===== config.mk =====
export PLATFORM = sky130hd
export DESIGN_NAME = ldm_stm_seq
export DESIGN_NICKNAME = d
export VERILOG_FILES = /design/src/rtl/ldm_stm_seq_pkg.sv /design/src/rtl/ldm_stm_seq_reg_list_scan.sv /design/src/rtl/ldm_stm_seq.sv
export SDC_FILE = /design/constraint.sdc
export NUM_CORES = 1
export LEC_CHECK = 0
export BUFFER_PORTS_ARGS = -buffer_cell sky130_fd_sc_hd__buf_4
export CORE_UTILIZATION = 56
export CTS_BUF_LIST = sky130_fd_sc_hd__clkbuf_4 sky130_fd_sc_hd__clkbuf_8
export CTS_CLUSTER_DIAMETER = 60
export CTS_CLUSTER_SIZE = 10
export DETAILED_ROUTE_END_ITERATION = 12
export GPL_TIMING_DRIVEN = 1
export MAX_ROUTING_LAYER = met4
export PLACE_DENSITY = 0.87
export SYNTH_ARGS = -nofsm -noshare
export SYNTH_HDL_FRONTEND = slang
export SYNTH_HIERARCHICAL = 1
export SYNTH_SLANG_ARGS = --single-unit
export TNS_END_PERCENT = 50

===== constraint.sdc =====
create_clock -name clk_in -period 9 [get_ports clk_in]
set_input_delay 2.25 -clock clk_in [delete_from_list [all_inputs] [get_ports clk_in]]
set_output_delay 2.25 -clock clk_in [all_outputs]
set_load 0.02 [all_outputs]

===== src/rtl/ldm_stm_seq_pkg.sv =====
// ldm_stm_seq_pkg
//   Shared constants and types for the LDM/STM block-transfer sequencer:
//   address-calculator function codes, sequencer state encoding and the
//   default word stride / register-list width.
package ldm_stm_seq_pkg;

  // Byte stride between consecutive transferred registers.
  localparam int WORD_BYTES = 4;

  // One bit per architectural register.
  localparam int LIST_W = 16;

  // Address-calculator function codes for multiple transfers.
  typedef enum logic [2:0] {
    MULTIPLE_PRE_SUB  = 3'b100,
    MULTIPLE_PRE_ADD  = 3'b101,
    MULTIPLE_POST_SUB = 3'b110,
    MULTIPLE_POST_ADD = 3'b111
  } calc_func_t;

  // Sequencer states.
  typedef enum logic [1:0] {
    IDLE = 2'd0,
    XFER = 2'd1,
    WB   = 2'd2,
    DONE = 2'd3
  } seq_state_t;

endpackage


===== src/rtl/ldm_stm_seq_reg_list_scan.sv =====
// reg_list_scan
//   Purely combinational helper that inspects a register list.
//   Ports:
//     list        in   register list, one bit per register
//     low_idx     out  index of the lowest set bit (0 when list is empty)
//     clear_mask  out  one-hot mask of that lowest set bit (0 when empty)
//     count       out  number of set bits
//     empty       out  1 when no bit is set
module reg_list_scan #(
  parameter  int LIST_W = 16,
  localparam int IDX_W  = $clog2(LIST_W),
  localparam int CNT_W  = $clog2(LIST_W + 1)
) (
  input  logic [LIST_W-1:0] list,
  output logic [IDX_W-1:0]  low_idx,
  output logic [LIST_W-1:0] clear_mask,
  output logic [CNT_W-1:0]  count,
  output logic              empty
);

  // Two's-complement trick isolates the lowest set bit.
  assign clear_mask = list & (~list + LIST_W'(1));
  assign empty      = (list == '0);

  // Scan from the top so the lowest set bit wins.
  always_comb begin
    low_idx = '0;
    for (int i = LIST_W - 1; i >= 0; i--) begin
      if (list[i]) begin
        low_idx = IDX_W'(i);
      end
    end
  end

  always_comb begin
    count = '0;
    for (int i = 0; i < LIST_W; i++) begin
      count = count + CNT_W'(list[i]);
    end
  end

endmodule


===== src/rtl/ldm_stm_seq.sv =====
// ldm_stm_seq
//   Block-transfer sequencer for LDM/STM. Accepts a decoded multiple-transfer
//   instruction, walks its register list lowest register first (one beat per
//   cycle), drives the address calculator's multiple-transfer controls and the
//   register-file index, then issues an optional base-writeback beat.
//   Ports:
//     clk_in, reset_in                      clock, synchronous active-high reset
//     start_in                              decoded LDM/STM valid (sampled in IDLE)
//     reg_list_in, rn_in                    register list, base register index
//     load_in, up_in, pre_in, wb_in         L, U, P, W instruction bits
//     stall_in                              memory not ready: hold current beat
//     busy_out                              sequencer active / pipeline hold
//     ldm_stm_en_out, ldm_stm_start_out     calculator multiple mode, first beat
//     func_out, offset_out                  calculator function and offset
//     reg_idx_out, reg_valid_out            register index and beat valid
//     is_load_out                           latched load bit
//     wb_en_out                             base-writeback beat
//     done_out                              one-cycle completion pulse
module ldm_stm_seq #(
  parameter  int WORD_BYTES = ldm_stm_seq_pkg::WORD_BYTES,
  parameter  int LIST_W     = ldm_stm_seq_pkg::LIST_W,
  localparam int IDX_W      = $clog2(LIST_W),
  localparam int CNT_W      = $clog2(LIST_W + 1)
) (
  input  logic              clk_in,
  input  logic              reset_in,
  input  logic              start_in,
  input  logic [LIST_W-1:0] reg_list_in,
  input  logic [IDX_W-1:0]  rn_in,
  input  logic              load_in,
  input  logic              up_in,
  input  logic              pre_in,
  input  logic              wb_in,
  input  logic              stall_in,
  output logic              busy_out,
  output logic              ldm_stm_en_out,
  output logic              ldm_stm_start_out,
  output logic [2:0]        func_out,
  output logic [31:0]       offset_out,
  output logic [IDX_W-1:0]  reg_idx_out,
  output logic              reg_valid_out,
  output logic              is_load_out,
  output logic              wb_en_out,
  output logic              done_out
);

  import ldm_stm_seq_pkg::*;

  seq_state_t        state_reg, state_next;
  logic [LIST_W-1:0] list_reg;   // registers not yet transferred
  logic [CNT_W-1:0]  k_reg;      // beats completed so far
  logic              load_reg;
  logic              up_reg;
  logic              pre_reg;
  logic              wb_reg;     // writeback requested and not suppressed

  logic [LIST_W-1:0] scan_list;
  logic [IDX_W-1:0]  scan_idx;
  logic [LIST_W-1:0] scan_clear;
  logic [CNT_W-1:0]  scan_count;
  logic              scan_empty;

  logic [CNT_W-1:0]  words;      // offset in words
  logic [CNT_W-1:0]  beat_words;
  logic              last_beat;

  // In IDLE the scanner looks at the incoming list (empty-list detection);
  // otherwise it looks at what remains of the latched list.
  assign scan_list = (state_reg == IDLE) ? reg_list_in : list_reg;

  reg_list_scan #(.LIST_W(LIST_W)) u_scan (
    .list       (scan_list),
    .low_idx    (scan_idx),
    .clear_mask (scan_clear),
    .count      (scan_count),
    .empty      (scan_empty)
  );

  // N never needs storing: N = k + remaining, so N - k is just the popcount
  // of the remaining list, and k equals N once every beat has completed.
  always_comb begin
    unique case ({up_reg, pre_reg})
      2'b10:   beat_words = k_reg;                       // IA
      2'b11:   beat_words = k_reg + CNT_W'(1);           // IB
      2'b00:   beat_words = scan_count - CNT_W'(1);      // DA
      default: beat_words = scan_count;                  // DB
    endcase
  end

  assign last_beat   = (scan_count == CNT_W'(1));
  assign offset_out  = 32'(words) * 32'(WORD_BYTES);
  assign is_load_out = load_reg;

  always_ff @(posedge clk_in) begin
    if (reset_in) begin
      state_reg <= IDLE;
    end else begin
      state_reg <= state_next;
    end
  end

  always_ff @(posedge clk_in) begin
    if (reset_in) begin
      list_reg <= '0;
      k_reg    <= '0;
      load_reg <= 1'b0;
      up_reg   <= 1'b0;
      pre_reg  <= 1'b0;
      wb_reg   <= 1'b0;
    end else begin
      unique case (state_reg)
        IDLE: begin
          if (start_in) begin
            list_reg <= reg_list_in;
            k_reg    <= '0;
            load_reg <= load_in;
            up_reg   <= up_in;
            pre_reg  <= pre_in;
            // A load that overwrites the base register wins over writeback.
            wb_reg   <= wb_in && !(load_in && reg_list_in[rn_in]);
          end
        end
        XFER: begin
          if (!stall_in) begin
            list_reg <= list_reg & ~scan_clear;
            k_reg    <= k_reg + CNT_W'(1);
          end
        end
        default: ;
      endcase
    end
  end

  always_comb begin
    state_next        = state_reg;
    busy_out          = 1'b0;
    ldm_stm_en_out    = 1'b0;
    ldm_stm_start_out = 1'b0;
    func_out          = 3'b000;
    words             = '0;
    reg_idx_out       = '0;
    reg_valid_out     = 1'b0;
    wb_en_out         = 1'b0;
    done_out          = 1'b0;

    unique case (state_reg)
      IDLE: begin
        if (start_in) begin
          state_next = scan_empty ? DONE : XFER;
        end
      end
      XFER: begin
        busy_out          = 1'b1;
        ldm_stm_en_out    = 1'b1;
        ldm_stm_start_out = (k_reg == '0);
        func_out          = up_reg ? MULTIPLE_PRE_ADD : MULTIPLE_PRE_SUB;
        words             = beat_words;
        reg_idx_out       = scan_idx;
        reg_valid_out     = 1'b1;
        if (!stall_in && last_beat) begin
          state_next = wb_reg ? WB : DONE;
        end
      end
      WB: begin
        busy_out       = 1'b1;
        ldm_stm_en_out = 1'b1;
        func_out       = up_reg ? MULTIPLE_PRE_ADD : MULTIPLE_PRE_SUB;
        words          = k_reg;
        wb_en_out      = 1'b1;
        if (!stall_in) begin
          state_next = DONE;
        end
      end
      DONE: begin
        done_out   = 1'b1;
        state_next = IDLE;
      end
      default: state_next = IDLE;
    endcase
  end

endmodule


# Yosys cells after proc, flatten, opt, wreduce, memory -nomap -nowiden
# Cells that the tools add are included.
classes:
  n_eq_ne: 10
  muxes: 41
  n_lt_le_gt_ge: 1
  reduce_logical: 14
  n_bitwise: 4
  n_addsub: 18
op_table:
  columns: ["operator", "n"]
  rows:
  - ["adder 5 x 1 -> 5 bit", 14]
  - ["two-way mux 4 bit", 17]
  - ["two-way mux 16 bit", 3]
  - ["AND 16 bit", 2]
  - ["inverter 16 bit", 2]
  - ["one-hot mux 16 bit (2 select lines)", 1]
  - ["one-hot mux 5 bit (2 select lines)", 2]
  - ["adder 16 x 1 -> 16 bit (second input constant)", 1]
  - ["zero test 16 bit", 1]
  - ["one-hot mux 5 bit (3 select lines)", 1]
  - ["two-way mux 5 bit", 2]
  - ["equality test 2 bit (second input constant)", 4]
  - ["two-way mux 1 bit", 8]
  - ["two-way mux 2 bit", 4]
  - ["inequality test 2 bit (second input constant)", 4]
  - ["one-hot mux 2 bit (4 select lines)", 1]
  - ["AND reduction 3 bit", 2]
  - ["adder 5 x 1 -> 5 bit (second input constant)", 1]
  - ["equality test 5 x 1 -> 1 bit (second input constant)", 1]
  - ["zero test 5 bit", 1]
  - ["less-than comparator 4 x 5 -> 1 bit (second input constant)", 1]
  - ["subtractor 5 x 1 -> 5 bit (second input constant)", 1]
  - ["binary-select mux 1 bit (select 4 bit)", 1]
  - ["zero test 2 bit", 2]
  - ["other kinds (8)", 11]
word_totals:
  input_bits: 28
  register_bits: 27
  out_inout_bits: 46
  wordCells: 95

# Longest topological paths before layout
depth:
  ltp_word: 21
  mapped_depth: 22

# Cells and area by module
# The synthesis kept the hierarchy.
by_module_without_submodules:
  columns: ["mod", "cells_per_inst", "area_each_um2", "n_inst"]
  rows:
  - ["ldm_stm_seq", 285, 2237.1, 1]
  - ["reg_list_scan", 94, 760.7, 1]

# Worst setup path after synthesis
# Ideal clock, no wire load.
synth_timing:
  kind: "input port to output port"
  startpoint: "input port reg_list_in[3]"
  endpoint: "output port offset_out[6]"
  arrival_ns: 6.895
  path_slack_ns: -0.145
  path_buffers: 0
  path_stages: 16
  required_time_ns: 6.750
  cell_sequence: "mux2_2 inv_1 fa_1 fa_1 fa_1 fa_1 inv_1 fa_1 inv_1 fa_1 inv_1 inv_1 ha_1 a41oi_1 a21oi_1 o41ai_1"
synth_via:
  elab_chain_cells: 17
synth_rtl:
  columns: ["element", "line_no", "source"]
  rows:
  - ["from (decl)", "ldm_stm_seq.sv:28", "input logic [LIST_W-1:0] reg_list_in,"]
  - ["two-way mux 16 bit", "ldm_stm_seq.sv:69", "assign scan_list = (state_reg == IDLE) ? reg_list_in : list_reg;"]
  - ["adder 5 x 1 -> 5 bit (13 in a row)", "ldm_stm_seq_reg_list_scan.sv:38", "count = count + CNT_W'(list[i]);"]
  - ["via scan_count[1]", "ldm_stm_seq.sv:60", "logic [CNT_W-1:0] scan_count;"]
  - ["subtractor 5 x 1 -> 5 bit", "ldm_stm_seq.sv:85", "2'b00: beat_words = scan_count - CNT_W'(1);"]
  - ["one-hot mux 5 bit (3 select lines)", "ldm_stm_seq.sv:82", "unique case ({up_reg, pre_reg})"]
  - ["one-hot mux 5 bit (2 select lines)", "ldm_stm_seq.sv:146", "unique case (state_reg)"]
  - ["to (decl)", "ldm_stm_seq.sv:39", "output logic [31:0] offset_out,"]
# The timed path passes the listed nets, and every way through them passes these cells.

# Worst setup path in the final report
layout_timing:
  startpoint: "input port reg_list_in[7]"
  endpoint: "output port offset_out[4]"
layout_via:
  elab_chain_cells: 13
layout_rtl:
  columns: ["element", "line_no", "source"]
  rows:
  - ["two-way mux 16 bit", "ldm_stm_seq.sv:69", null]
  - ["via scan_list[7]", "ldm_stm_seq.sv:57", "logic [LIST_W-1:0] scan_list;"]
  - ["adder 5 x 1 -> 5 bit (9 in a row)", "ldm_stm_seq_reg_list_scan.sv:38", null]
  - ["via scan_count[1]", "ldm_stm_seq.sv:60", null]
  - ["subtractor 5 x 1 -> 5 bit", "ldm_stm_seq.sv:85", null]
  - ["one-hot mux 5 bit (3 select lines)", "ldm_stm_seq.sv:82", null]
  - ["one-hot mux 5 bit (2 select lines)", "ldm_stm_seq.sv:146", null]
# The timed path passes the listed nets, and every way through them passes these cells.

==> flow_summary.yaml <==
critical_path:
  worstPathMaxFanout: 4
  slowest_delay_ns: 0.56
  setup.worst_path.class: "in2out"
  data_required_critical_path_ns: 6.75
  critical_path.startpoint_type: "input pin"
  slowest_stage: "sky130_fd_sc_hd__fa_1"
  crit_chain: "buf_6 > mux2_4 > fa_1 > inv_2 > fa_1 > fa_1 > fa_1 > inv_2 > fa_2 > inv_2 > fa_2 > inv_2 > inv_2 > ha_4 > nand2_2 > mux4_2 > a32oi_1 > nor2b_1 > buf_4"
  regToRegSetupSlack_ns: 3.29
  reg2regPathDepth: 19
  critical_path.startpoint: "reg_list_in[7]"
  crit_family: "adder cells"
  reg2reg_from: "state_reg[0]$_SDFFE_PP0P_"
  most_used_cell_cp: "sky130_fd_sc_hd__inv_2"
  cp.buffers_inverters: 7
  worst_setup_path_end_kind: "primary output"
  critPathArrivalTime_ns: 6.77
  reg2reg_end: "state_reg[0]$_SDFFE_PP0P_"
cts:
  cts_tree: "done"
  clock_insertion_delay_worst_skew_ns: 0.27
  clock_tree.htree_level_count: 1
  numClockSinks: 27
  clockRootBuffer: "sky130_fd_sc_hd__clkbuf_8"
  cts_buffers: 3
  post_cts_hold_buffer_count: 0
  clkTransAtPathRegs_ns: 0.10
  cts_buffer_depth: 2
placement:
  postPlaceCellArea_sq_um: 3350
  dp_worst_setup_slack_ns: -0.0734
  dp.final_hpwl_mm: 5.48
  place.port_buffers: 45
  routabilityCongestion: 0.932
floorplanning:
  die_width_microns: 75.2
  placementRows: 26
  design.die.area_sq_um: 5650
  die-height_microns: 75.2
  num_io_pins: 74
  initial_utilization: 0.583
  floorplan.core_area_sq_um: 5140
timing:
  slew-limit-headroom: 0.449
  post-route-min-period_ns: 9.02
  rsz_0062_raised_after_global_routing: "yes"
  clock-skew-final_ns: 0.00376
  crit_share_post_route: 1.00
  final_hold_violating_endpoints: 0
  setup_slack_ns: -0.0159
  achievable_freq_mhz: 111
  setup_viol: 1
  worst_pin_slew_ns: 0.820
  slew_violations: 0
  fin_setup_tns_ns: -0.0159
synthesis:
  yosys-top-cells-area: "sky130_fd_sc_hd__dfxtp_1 18%, sky130_fd_sc_hd__buf_4 7.8%, sky130_fd_sc_hd__ha_1 7.1%"
  synthMostInstantiatedCell: "sky130_fd_sc_hd__inv_1"
  synth.top_cell.area_share: 0.180
  async_reset_ff_frac: 0
  synth-seq-cells: 27
  synth_edf_count: 0
  synthesis.area_per_instance_sq_um: 7.91
  cell_area_after_technology_mapping_sq_um: 3000
  yosysSeqAreaShare: 0.180
  yosys-top-cells-count: "33 x sky130_fd_sc_hd__inv_1, 31 x sky130_fd_sc_hd__buf_4, 30 x sky130_fd_sc_hd__a21oi_1"
  synth_cell_types: 60
  synth_top_cell_by_area: "sky130_fd_sc_hd__dfxtp_1"
  postSynth.topFlopCell: "sky130_fd_sc_hd__dfxtp_1"
  syn-instance-count: 379
  yosys_warnings: 6
global_routing:
  antenna_found_initial: 0
  grt_start_max_net_pins: 28
  grt_remaining_overflow: 0
  grt_util_all_layers: 0.273
  first_global_vias: 2568
  grt_first_pass_wirelength_mm: 11.6
flow_run:
  maxCapViolations: 0
run_status:
  failed_checks: "setup timing"
  run_status: "finished, violations left"
route:
  detail_route.vias_per_cell: 5.75
  wire_per_inst_microns: 14.8
  vias: 2853
  drcViolationCount: 0
  routed_wl_mm: 7.33
  drt.antenna.violating_nets: 0
  drtPass1Iterations: 5
  drtIter0Drc: 274
cells_and_area:
  areaGrowthSynthToFinish_pct: 15.5
  post-route-cell-area_sq_um: 3460
  number_of_flip_flops_in_the_largest_register: 16
  drive_gt1_frac: 0.256
  insertedDiodeCount: 0
  fin_nets: 482
hold_path:
  timing.hold.worst_path_depth: 2
  start_point_of_the_worst_hold_path: "is_load_out$_SDFFE_PP0P_"
  type_of_the_tightest_min_delay_check: "reg2reg"
  timing.hold.worst_endpoint: "is_load_out$_SDFFE_PP0P_"
## tightest hold or removal path: cells and delay by family, from the launching register on
| family | cells | cell delay, ns |
|---|---|---|
| flip-flops | 1 | 0.32 |
| AO/OA/AOI/OAI | 1 | 0.06 |
| AND/OR/NAND/NOR | 1 | 0.05 |
## stage by stage
stage	util	std cells	hold WS (ns)
floorplan	-	406	0.451
global placement	0.652	491	0.442
detailed placement	0.652	491	0.468
CTS	0.664	495	0.483
global route	0.674	496	0.499
finish	0.674	496	0.476
## cell families after synthesis
| logic type | Yosys count | share of synthesized area |
|---|---|---|
| compound gates | 84 | 0.178 |
| xor+xnor | 2 | 0.00584 |
| fa+ha+maj | 27 | 0.138 |
| buf+inv | 80 | 0.144 |
| flops | 27 | 0.180 |
| mux | 24 | 0.105 |
| other cells | 1 | 0.00125 |
| simple gates | 134 | 0.248 |
## how the worst max path moves through the flow
| stage | to | slack, ns | cells after the start |
|---|---|---|---|
| 2_1_floorplan | offset_out[6] | 0.09 | 16 |
| 6_report | offset_out[4] | -0.02 | 19 |
| 3_3_place_gp | offset_out[6] | -0.04 | 18 |
| 5_1_grt | offset_out[5] | -0.13 | 17 |
| 4_1_cts | offset_out[6] | -0.01 | 18 |
| 3_5_place_dp | offset_out[6] | -0.07 | 18 |
## timing repair
action                     in CTS  in global routing
pin swaps                       1                  8
setup buffers                   0                  1
setup endpoints to repair       2                  4
gates resized for setup         4                 14
## layout by cell type, fill, tap and decap left out, types with 4 or more instances in the layout
master	synthesis	layout
sky130_fd_sc_hd__nor2b_1	26	26
sky130_fd_sc_hd__nor3_1	6	5
sky130_fd_sc_hd__and4_1	4	4
sky130_fd_sc_hd__a21boi_0	4	4
sky130_fd_sc_hd__a21oi_1	30	30
sky130_fd_sc_hd__nor2_1	21	21
sky130_fd_sc_hd__ha_1	17	16
sky130_fd_sc_hd__o21ai_0	22	22
sky130_fd_sc_hd__inv_1	33	27
sky130_fd_sc_hd__nand3_1	5	5
sky130_fd_sc_hd__fa_1	10	8
sky130_fd_sc_hd__conb_1	1	28
sky130_fd_sc_hd__dfxtp_1	27	27
sky130_fd_sc_hd__buf_4	31	61
sky130_fd_sc_hd__mux2_2	17	15
sky130_fd_sc_hd__nand2_1	29	28
sky130_fd_sc_hd__nand2b_1	10	10
sky130_fd_sc_hd__and3_1	8	8
sky130_fd_sc_hd__inv_2	0	6
sky130_fd_sc_hd__and2_1	9	9
## metal layers
metal  track usage  up-vias  wire, microns
met5             -        -              0
met2         0.447      152           3520
met1         0.375     1348           3250
li1              -     1340              -
met4        0.0679        0            106
met3       0.00937       13            458
## area by class of cell
cell class / instances / area [sq um]
clock buffer: 3 / 41.3
tap: 70 / 87.6
inverter: 33 / 124
timing repair buffer: 63 / 480
multi-input combinational: 299 / 2180
clock inverter: 1 / 5.00
fill: 422 / 1680
sequential: 27 / 541
Power is not shown: default switching activity piles up to over one toggle a cycle in this logic, so the estimate is an artifact.
